File: src/rtl/uart_command_parser_if.sv
// uart_command_parser_if: byte stream in, parsed command/address/data and status pulses out.
interface uart_command_parser_if;
    logic        byte_available;
    logic [7:0]  rx_byte;
    logic        master_ready;
    logic [31:0] command;
    logic [31:0] address;
    logic [31:0] data;
    logic        ready;
    logic        error;
    logic        overrun;
    modport slave (
        input  byte_available, rx_byte, master_ready,
        output command, address, data, ready, error, overrun
    );
    modport master (
        output byte_available, rx_byte, master_ready,
        input  command, address, data, ready, error, overrun
    );
endinterface

File: src/rtl/uart_command_parser.sv
// uart_command_parser: assembles 'L' + 24 hex digits into command/address/data words.
module uart_command_parser #(
    parameter logic [7:0] START_CHAR     = 8'h4C,
    parameter int         TIMEOUT_CYCLES = 1000,
    parameter int         TIMEOUT_WIDTH  = 16
) (
    input logic clk,
    input logic rst,
    uart_command_parser_if.slave bus
);
    localparam logic [1:0] IDLE     = 2'd0;
    localparam logic [1:0] COLLECT  = 2'd1;
    localparam logic [1:0] DISPATCH = 2'd2;
    localparam logic [TIMEOUT_WIDTH-1:0] TO_LIMIT = TIMEOUT_WIDTH'(TIMEOUT_CYCLES);
    logic [1:0]               state_q, state_d;
    logic [4:0]               cnt_q, cnt_d;
    logic [TIMEOUT_WIDTH-1:0] to_q, to_d;
    logic [31:0]              cmd_q, cmd_d, addr_q, addr_d, data_q, data_d;
    logic                     ready_q, ready_d, error_q, error_d, overrun_q, overrun_d;
    logic [7:0]               b;
    logic                     is_hex, is_start;
    logic [3:0]               nib;
    assign b        = bus.rx_byte;
    assign is_start = bus.byte_available && b == START_CHAR;
    assign is_hex   = (b >= 8'h30 && b <= 8'h39) || (b >= 8'h41 && b <= 8'h46) || (b >= 8'h61 && b <= 8'h66);
    // letters of either case share the low nibble offset: 'A'/'a' low nibble 1 -> 10
    assign nib      = (b <= 8'h39) ? b[3:0] : b[3:0] + 4'd9;
    always_comb begin
        state_d   = state_q;
        cnt_d     = cnt_q;
        to_d      = to_q;
        cmd_d     = cmd_q;
        addr_d    = addr_q;
        data_d    = data_q;
        ready_d   = 1'b0;
        error_d   = 1'b0;
        overrun_d = 1'b0;
        case (state_q)
            IDLE: begin
                if (is_start) begin
                    state_d = COLLECT;
                    {cmd_d, addr_d, data_d} = '0;
                    cnt_d   = '0;
                    to_d    = '0;
                end
            end
            COLLECT: begin
                if (!bus.byte_available) begin
                    to_d = to_q + 1'b1;
                    if (to_d == TO_LIMIT) begin
                        error_d = 1'b1;
                        state_d = IDLE;
                    end
                end else if (is_hex) begin
                    cnt_d   = cnt_q + 5'd1;
                    to_d    = '0;
                    cmd_d   = (cnt_q < 5'd8) ? {cmd_q[27:0], nib} : cmd_q;
                    addr_d  = (cnt_q >= 5'd8 && cnt_q < 5'd16) ? {addr_q[27:0], nib} : addr_q;
                    data_d  = (cnt_q >= 5'd16) ? {data_q[27:0], nib} : data_q;
                    state_d = (cnt_q == 5'd23) ? DISPATCH : COLLECT;
                end else if (is_start) begin
                    error_d = 1'b1;
                    {cmd_d, addr_d, data_d} = '0;
                    cnt_d   = '0;
                    to_d    = '0;
                end else begin
                    error_d = 1'b1;
                    state_d = IDLE;
                end
            end
            DISPATCH: begin
                overrun_d = bus.byte_available;
                if (bus.master_ready) begin
                    ready_d = 1'b1;
                    state_d = IDLE;
                end
            end
            default: state_d = IDLE;
        endcase
    end
    always_ff @(posedge clk) begin
        if (rst) begin
            state_q   <= IDLE;
            cnt_q     <= '0;
            to_q      <= '0;
            cmd_q     <= '0;
            addr_q    <= '0;
            data_q    <= '0;
            ready_q   <= 1'b0;
            error_q   <= 1'b0;
            overrun_q <= 1'b0;
        end else begin
            state_q   <= state_d;
            cnt_q     <= cnt_d;
            to_q      <= to_d;
            cmd_q     <= cmd_d;
            addr_q    <= addr_d;
            data_q    <= data_d;
            ready_q   <= ready_d;
            error_q   <= error_d;
            overrun_q <= overrun_d;
        end
    end
    assign bus.command = cmd_q;
    assign bus.address = addr_q;
    assign bus.data    = data_q;
    assign bus.ready   = ready_q;
    assign bus.error   = error_q;
    assign bus.overrun = overrun_q;
endmodule
File: src/flat_wrapper.sv
// flat-port wrapper written by rule: the top's interface ports become plain ports
module uart_command_parser_flat 
#(
    parameter logic [7:0] START_CHAR     = 8'h4C,
    parameter int         TIMEOUT_CYCLES = 1000,
    parameter int         TIMEOUT_WIDTH  = 16
)
  (clk, rst, bus_byte_available, bus_rx_byte, bus_master_ready, bus_command, bus_address, bus_data, bus_ready, bus_error, bus_overrun);
  uart_command_parser_if bus_i ();
  input logic clk;
  input logic rst;
  input wire logic [$bits(bus_i.byte_available)-1:0] bus_byte_available;
  input wire logic [$bits(bus_i.rx_byte)-1:0] bus_rx_byte;
  input wire logic [$bits(bus_i.master_ready)-1:0] bus_master_ready;
  output wire logic [$bits(bus_i.command)-1:0] bus_command;
  output wire logic [$bits(bus_i.address)-1:0] bus_address;
  output wire logic [$bits(bus_i.data)-1:0] bus_data;
  output wire logic [$bits(bus_i.ready)-1:0] bus_ready;
  output wire logic [$bits(bus_i.error)-1:0] bus_error;
  output wire logic [$bits(bus_i.overrun)-1:0] bus_overrun;
  assign bus_i.byte_available = bus_byte_available;
  assign bus_i.rx_byte = bus_rx_byte;
  assign bus_i.master_ready = bus_master_ready;
  assign bus_command = bus_i.command;
  assign bus_address = bus_i.address;
  assign bus_data = bus_i.data;
  assign bus_ready = bus_i.ready;
  assign bus_error = bus_i.error;
  assign bus_overrun = bus_i.overrun;
  uart_command_parser #(.START_CHAR(START_CHAR), .TIMEOUT_CYCLES(TIMEOUT_CYCLES), .TIMEOUT_WIDTH(TIMEOUT_WIDTH)) u_core (.clk(clk), .rst(rst), .bus(bus_i));
endmodule
File: config.mk
export PLATFORM = sky130hd
export DESIGN_NAME = uart_command_parser_flat
export DESIGN_NICKNAME = d
export VERILOG_FILES = /design/src/rtl/uart_command_parser_if.sv /design/src/rtl/uart_command_parser.sv /design/src/flat_wrapper.sv
export SDC_FILE = /design/constraint.sdc
export NUM_CORES = 1
export LEC_CHECK = 0
export ABC_AREA = 1
export BUFFER_PORTS_ARGS = -buffer_cell sky130_fd_sc_hd__buf_4
export CAP_MARGIN = 20
export CORE_UTILIZATION = 40
export CTS_BUF_LIST = sky130_fd_sc_hd__clkbuf_8 sky130_fd_sc_hd__clkbuf_16
export DETAILED_ROUTE_END_ITERATION = 8
export GPL_TIMING_DRIVEN = 1
export PLACE_DENSITY = 0.67
export SYNTH_ARGS = -nofsm -noshare
export SYNTH_HDL_FRONTEND = slang
export SYNTH_SLANG_ARGS = --single-unit
File: constraint.sdc
create_clock -name clk -period 2 [get_ports clk]
set_input_delay 0.3 -clock clk [delete_from_list [all_inputs] [get_ports clk]]
set_output_delay 0.3 -clock clk [all_outputs]
set_load 0.05 [all_outputs]
==> metrics.txt, run 1 <==
first-pass GRT wire length 23.7 mm; Mapped Cells 807; setup tns final 0 ps; number of buffers created by CTS 17; crit start category register; # rows 42; # clock sinks 122; Synth Area in Simple Gates 31.0%; Port Buffers 110; DR WL/cell 12.6 um; number of setup buffers added after CTS 0; post_cts resized 0; Pint 4540 uW; sw frac 21.2%; Net Sw Power 1220 uW; FF-to-FF setup slack 140 ps; WL final 14.3 mm; part of the power in registers 42.3%; worst path required time 2320 ps; clock power share 54.8%; CTS tree yes; status finished clean; Synth Area in Adders 1.81%; post-DP HPWL 9.75 mm; final setup vio count 0; 1st-iter DRT viols 415; clk buf depth 2; clock slew at reported path FFs 60 ps; largest family of logic cells by synthesized area simple AND/OR/NAND/NOR gates; CTS H-Tree Depth 4; DP Cell Count 1099; PwrDens 777 nW/um^2; die area 14300 um^2; drt first pass iters 4; Layout Nets 962; Vias 5464; total track usage 20.6%; chip height 120 um; total power 5750 uW; WS Path Type reg -> reg; I/O pin count 111; xor/xnor cell area share of the yosys netlist 1.58%; Final Cycle Share 93.0%; Root Buffer clkbuf_16; compound-cell area share of the yosys netlist 12.9%; Mapped Area 5530 um^2; Post-Syn Nets 827; GRT overflow 0; critical path capture point type register; ANT nets after route 0; MaxCap Viol Count 0; LEAKAGE 0.00323 uW; Area Overhead vs Synth 33.8%; Slew headroom 66.4%; synthesized flop and latch total 122; layout cells sized above 1 22.6%; CP arrival 2180 ps; Yosys cell types 31; largest net degree at the start of global routing 43; fin cells 1131; clock skew 11.3 ps; Gate power share 2.9%; Least-Margin Pin Slew 504 ps; Hold Fails Final Rpt 0; last weighted congestion value of the routability-driven placer 0.854; antenna diode count 0; sequential area share after synthesis 44.1%; f_max 538 MHz; mux contribution to synthesized area 0%; initial core utilization 41.5%; Core Box Area 13300 um^2; clk_lat worst skew 420 ps; initial antenna violation count 0; Avg Cell Area, Syn 6.86 um^2; Synth Warn # 0; number of global-route vias before repair 4924; routed vias/inst 4.83; DRC violations left 0; hold crit path type in -> reg; Die Wd 120 um; Max Slew Vio Count 0; minimum clock period 1860 ps; RSZ-0062 raised after global routing true; VDD IR-drop max 0.000746 V; Hold-fix buffers, CTS 0; critical path fanouts, max 6
-- cells by family (layout without fill, tap and decap cells) --
kind of cell    count (synthesis)  in the layout
flops                         122            122
compound gates                138            138
simple gates                  421            421
xor+xnor                       10             10
buf+inv                       108            256
fa+ha+maj                       8              8
-- through the flow --
stage	util, %	hold WS, ps	instance area (um^2)	setup slack [ps]
global route	55.5	116	7400	-11.7
global placement	50.7	452	6760	-50.1
CTS	55.2	102	7370	86.7
detailed placement	50.7	456	6760	-102
finish	55.5	112	7400	141
floorplan	-	435	5530	143
-- critical path: stages (launching register included) --
cell and delay, ps:
dfxtp_1 350, ha_2 200, nand2_2 80, nor2_4 130, buf_6 120, nand3_1 90
inv_1 100, nand2_1 50, nand2_1 70, nand2_1 60, nor2_1 90, nand3_1 130
nand2_1 120, nand3_1 70, nand2_1 60, inv_1 30
-- layout make-up --
| type | count | area [um^2] |
|---|---|---|
| fillers | 1349 | 5950 |
| inverters | 71 | 273 |
| repair buffers | 153 | 1210 |
| multi-input cells | 577 | 2640 |
| clock inverters | 12 | 146 |
| clock buffers | 20 | 467 |
| well taps | 176 | 220 |
| flip-flops and latches | 122 | 2440 |
-- registers in the layout, summed over array words and instances (netlist names) --
| register | flops |
|---|---|
| u_core.bus.address | 32 |
| u_core.bus.command | 32 |
| u_core.bus.data | 32 |
| u_core.bus.error | 1 |
| u_core.bus.overrun | 1 |
| u_core.bus.ready | 1 |
| u_core.cnt_q | 5 |
| u_core.state_q | 2 |
| u_core.to_q | 16 |
-- worst paths after layout --
path         depth (start not counted)                                  end                                 from
max                                 15       u_core.state_q[0]$_SDFFE_PP0P_          u_core.to_q[1]$_SDFFE_PP0N_
min                                  3          u_core.bus.ready$_SDFF_PP0_                     bus_master_ready
max reg2reg                         15       u_core.state_q[0]$_SDFFE_PP0P_          u_core.to_q[1]$_SDFFE_PP0N_
min reg2reg                          2  u_core.bus.command[29]$_SDFFE_PP0P_  u_core.bus.command[29]$_SDFFE_PP0P_
-- synthesized netlist by cell type --
cell type,number,area (um^2)
clkbuf_1,15,56.3
nand3_1,39,195
o21ai_0,19,95.1
o22ai_1,2,12.5
nor3_1,2,10.0
nand3_2,1,10.0
o21ai_1,5,25.0
xnor2_1,1,8.76
nor2_1,73,274
o21a_1,1,7.51
nand2_2,5,31.3
a21oi_1,104,521
o21bai_1,1,7.51
buf_2,9,45.0
nor4_4,1,21.3
a21oi_2,2,17.5
ha_1,8,100
dfxtp_1,122,2440
buf_6,1,11.3
inv_1,60,225
nand3b_1,2,15.0
inv_4,1,6.26
a31oi_1,3,18.8
or2_2,1,6.26
inv_2,10,37.5
nand2_1,285,1070
nor2_4,2,22.5
o21ai_2,1,8.76
xor2_1,9,78.8
nand4_1,10,62.6
buf_4,12,90.1
-- layout by cell type, fill, tap and decap left out, drive strengths merged, types with 3 or more instances in the layout --
master	n
dfxtp	122
nand2	290
buf	153
nand3	40
nand4	10
clkinvlp	3
a21oi	106
nor2	75
clkinv	7
clkbuf	20
bufinv	3
ha	8
inv	70
xor2	9
a31oi	3
o21ai	25
-- power groups by stage --
| stage | Clock [uW] | Combinational (uW) | Sequential (uW) |
|---|---|---|---|
| after global placement | 0 | 168 | 2490 |
| after global routing | 3330 | 187 | 2430 |
| after floorplan | 0 | 87.8 | 2490 |
| after detailed placement | 0 | 169 | 2490 |
| final | 3150 | 170 | 2430 |
| after CTS | 3210 | 170 | 2430 |
-- per-layer routing --
layer  track usage, %  share of wire, %  vias to the layer above
met3             5.80               5.0                       19
met4             6.80               1.3                        0
li1                 -                 -                     2834
met1             27.2                48                     2503
met2             32.2                46                      108
met5                0                 0                        -
Note: power is estimated with default switching activity, not from simulation.
==> inputs of run 2 (changes only) <==
--- a/config.mk
+++ b/config.mk
@@ -9,10 +9,11 @@
 export BUFFER_PORTS_ARGS = -buffer_cell sky130_fd_sc_hd__buf_4
 export CAP_MARGIN = 20
 export CORE_UTILIZATION = 40
-export CTS_BUF_LIST = sky130_fd_sc_hd__clkbuf_8 sky130_fd_sc_hd__clkbuf_16
+export CTS_BUF_LIST = sky130_fd_sc_hd__clkbuf_16
 export DETAILED_ROUTE_END_ITERATION = 8
 export GPL_TIMING_DRIVEN = 1
-export PLACE_DENSITY = 0.67
+export PLACE_DENSITY = 0.69
 export SYNTH_ARGS = -nofsm -noshare
 export SYNTH_HDL_FRONTEND = slang
 export SYNTH_SLANG_ARGS = --single-unit
+export TNS_END_PERCENT = 1
==> constraint.sdc (replaced) <==
create_clock -name clk -period 1.6 [get_ports clk]
set_input_delay 0.24 -clock clk [delete_from_list [all_inputs] [get_ports clk]]
set_output_delay 0.24 -clock clk [all_outputs]
set_load 0.05 [all_outputs]
==> metrics.txt, run 2 (synthesis gave the netlist of run 1 again) <==
status complete, but fails checks (was finished clean); failing checks negative setup slack; total track usage 20.7% (was 20.6%); Vias 5601 (was 5464); DR WL/cell 12.5 um (was 12.6 um); Slew headroom 70.7% (was 66.4%); VDD IR-drop max 0.000795 V (was 0.000746 V); RSZ-0062 raised after global routing true (unchanged); routed vias/inst 4.81 (was 4.83); antenna diode count 0 (unchanged); number of buffers created by CTS 17 (unchanged); WL final 14.5 mm (was 14.3 mm); Port Buffers 110 (unchanged); Gate power share 3.6% (was 2.9%); clock power share 51.5% (was 54.8%); drt first pass iters 5 (was 4); DR top layer met4 (unchanged); hold crit path type in -> reg (unchanged); initial antenna violation count 0 (unchanged); Pint 5230 uW (was 4540 uW); GRT overflow 0 (unchanged); ANT nets after route 0 (unchanged); Die Wd 120 um (unchanged); f_max 592 MHz (was 538 MHz); Max Slew Vio Count 0 (unchanged); clk buf depth 2 (unchanged); Layout Nets 995 (was 962); Least-Margin Pin Slew 439 ps (was 504 ps); WS Path Type reg -> reg (unchanged); Root Buffer clkbuf_16 (unchanged); Net Sw Power 1530 uW (was 1220 uW); Hold Fails Final Rpt 0 (unchanged); last weighted congestion value of the routability-driven placer 0.856 (was 0.854); CTS tree yes (unchanged); clock skew 4.31 ps (was 11.3 ps); 1st-iter DRT viols 304 (was 415); final setup margin -88.1 ps (was 141 ps); largest net degree at the start of global routing 49 (was 43); crit start category register (unchanged); final setup vio count 2 (was 0); Layout fillers 1259 (was 1349); Hold-fix buffers, CTS 0 (unchanged); crit path from u_core.to_q[0]$_SDFFE_PP0N_ (was u_core.to_q[1]$_SDFFE_PP0N_); DRC violations left 0 (unchanged); number of global-route vias before repair 5104 (was 4924); minimum clock period 1690 ps (was 1860 ps); routed wl met3 776 um (was 712 um); part of the power in registers 44.9% (was 42.3%); DP Worst Slack -504 ps (was -102 ps); sw frac 22.6% (was 21.2%); post-DP HPWL 9.76 mm (was 9.75 mm); chip height 120 um (unchanged); Worst R2R Start u_core.to_q[0]$_SDFFE_PP0N_ (was u_core.to_q[1]$_SDFFE_PP0N_); CP arrival 2000 ps (was 2180 ps); first-pass GRT wire length 23.9 mm (was 23.7 mm); I/O pin count 111 (unchanged); Final Cycle Share 106% (was 93.0%); critical path capture point type register (unchanged); fin cells 1164 (was 1131); most frequent cells in the layout nand2_1 (281), buf_4 (175), dfxtp_1 (114) (was nand2_1 (284), buf_4 (147), dfxtp_1 (120)); commonest non-fill, non-tap cell in the layout nand2_1 (unchanged); initial core utilization 41.5% (unchanged); layout cells sized above 1 28.0% (was 22.6%); critical path fanouts, max 3 (was 6); LEAKAGE 0.00342 uW (was 0.00323 uW); # clock sinks 122 (unchanged); # rows 42 (unchanged); worst hold start bus_master_ready (unchanged); DR WL met2 7.05 mm (was 6.56 mm); DP Cell Count 1129 (was 1099); CTS H-Tree Depth 4 (unchanged); die area 14300 um^2 (unchanged); M1 WL 6.47 mm (was 6.81 mm); MaxCap Viol Count 0 (unchanged); worst path required time 1910 ps (was 2320 ps); PwrDens 862 nW/um^2 (was 777 nW/um^2); Core Box Area 13300 um^2 (unchanged); Area Overhead vs Synth 41.8% (was 33.8%); clk_lat worst skew 410 ps (was 420 ps); clock slew at reported path FFs 50 ps (was 60 ps)
-- run 2: changes by cell type in the layout (fill, tap and decap cells not counted), sizes merged --
cell      change
bufinv        -2
buf          +33
clkbuf        -3
clkinv        +1
clkinvlp      +1
inv           +3
-- run 2: critical path, stage by stage, from the launching register on --
cell	delay (ps)
dfxtp_2	350
buf_4	140
inv_1	80
nor2_4	120
nand3_2	120
xor2_2	210
nand2_1	90
nor2_1	100
nand3_1	110
nand2_1	110
nand3_2	60
nand2_1	60
inv_1	30
-- run 2: area by class of cell --
| cell class | count | area [um^2] | area share (%) |
|---|---|---|---|
| multi-input cells | 577 | 2830 | 36.1 |
| flip-flops and latches | 122 | 2450 | 31.3 |
| repair buffers | 186 | 1510 | 19.2 |
| clock buffers | 17 | 425 | 5.42 |
| inverters | 71 | 297 | 3.78 |
| well taps | 176 | 220 | 2.81 |
| clock inverters | 15 | 111 | 1.42 |
-- run 2: timing repair --
item,CTS,global route
resized for setup,25,28
buffers inserted,2,1
setup endpoints to repair,98,114
pin swaps,13,13
gates cloned,0,0
-- run 2: metrics by stage --
stage	power (uW)	area [um^2]	hold WS, ps	util [%]	TNS [ps]
3_5_place_dp	3340	7110	452	53.2	-45860
2_1_floorplan	3230	5660	375	-	-1080
5_1_grt	6960	7840	90.9	58.8	-1780
3_3_place_gp	3340	7110	449	53.2	-44050
6_report	6760	7840	69.9	58.8	-111
4_1_cts	6810	7750	64.1	58.1	-136
-- run 2: worst paths after layout --
| check | to | slack [ps] | cells past startpoint |
|---|---|---|---|
| worst max-delay path | u_core.state_q[0]$_SDFFE_PP0P_ | -90 | 12 |
| worst min-delay path | u_core.bus.ready$_SDFF_PP0_ | 70 | 3 |
| worst max register to register | u_core.state_q[0]$_SDFFE_PP0P_ | -90 | 12 |
| worst min register to register | u_core.bus.command[30]$_SDFFE_PP0P_ | 460 | 2 |
-- run 2: routing by layer --
layer	up-vias	global-route usage (%)
met1	2568	25.7
met3	16	5.70
li1	2891	-
met4	0	7.50
met5	-	0
met2	126	34.1
-- run 2: power by group through the flow --
stage	sequential, uW	clock, uW	combinational (uW)
4_1_cts	3040	3530	241
2_1_floorplan	3110	0	120
3_5_place_dp	3110	0	238
6_report	3040	3480	242
5_1_grt	3040	3660	265
3_3_place_gp	3110	0	238
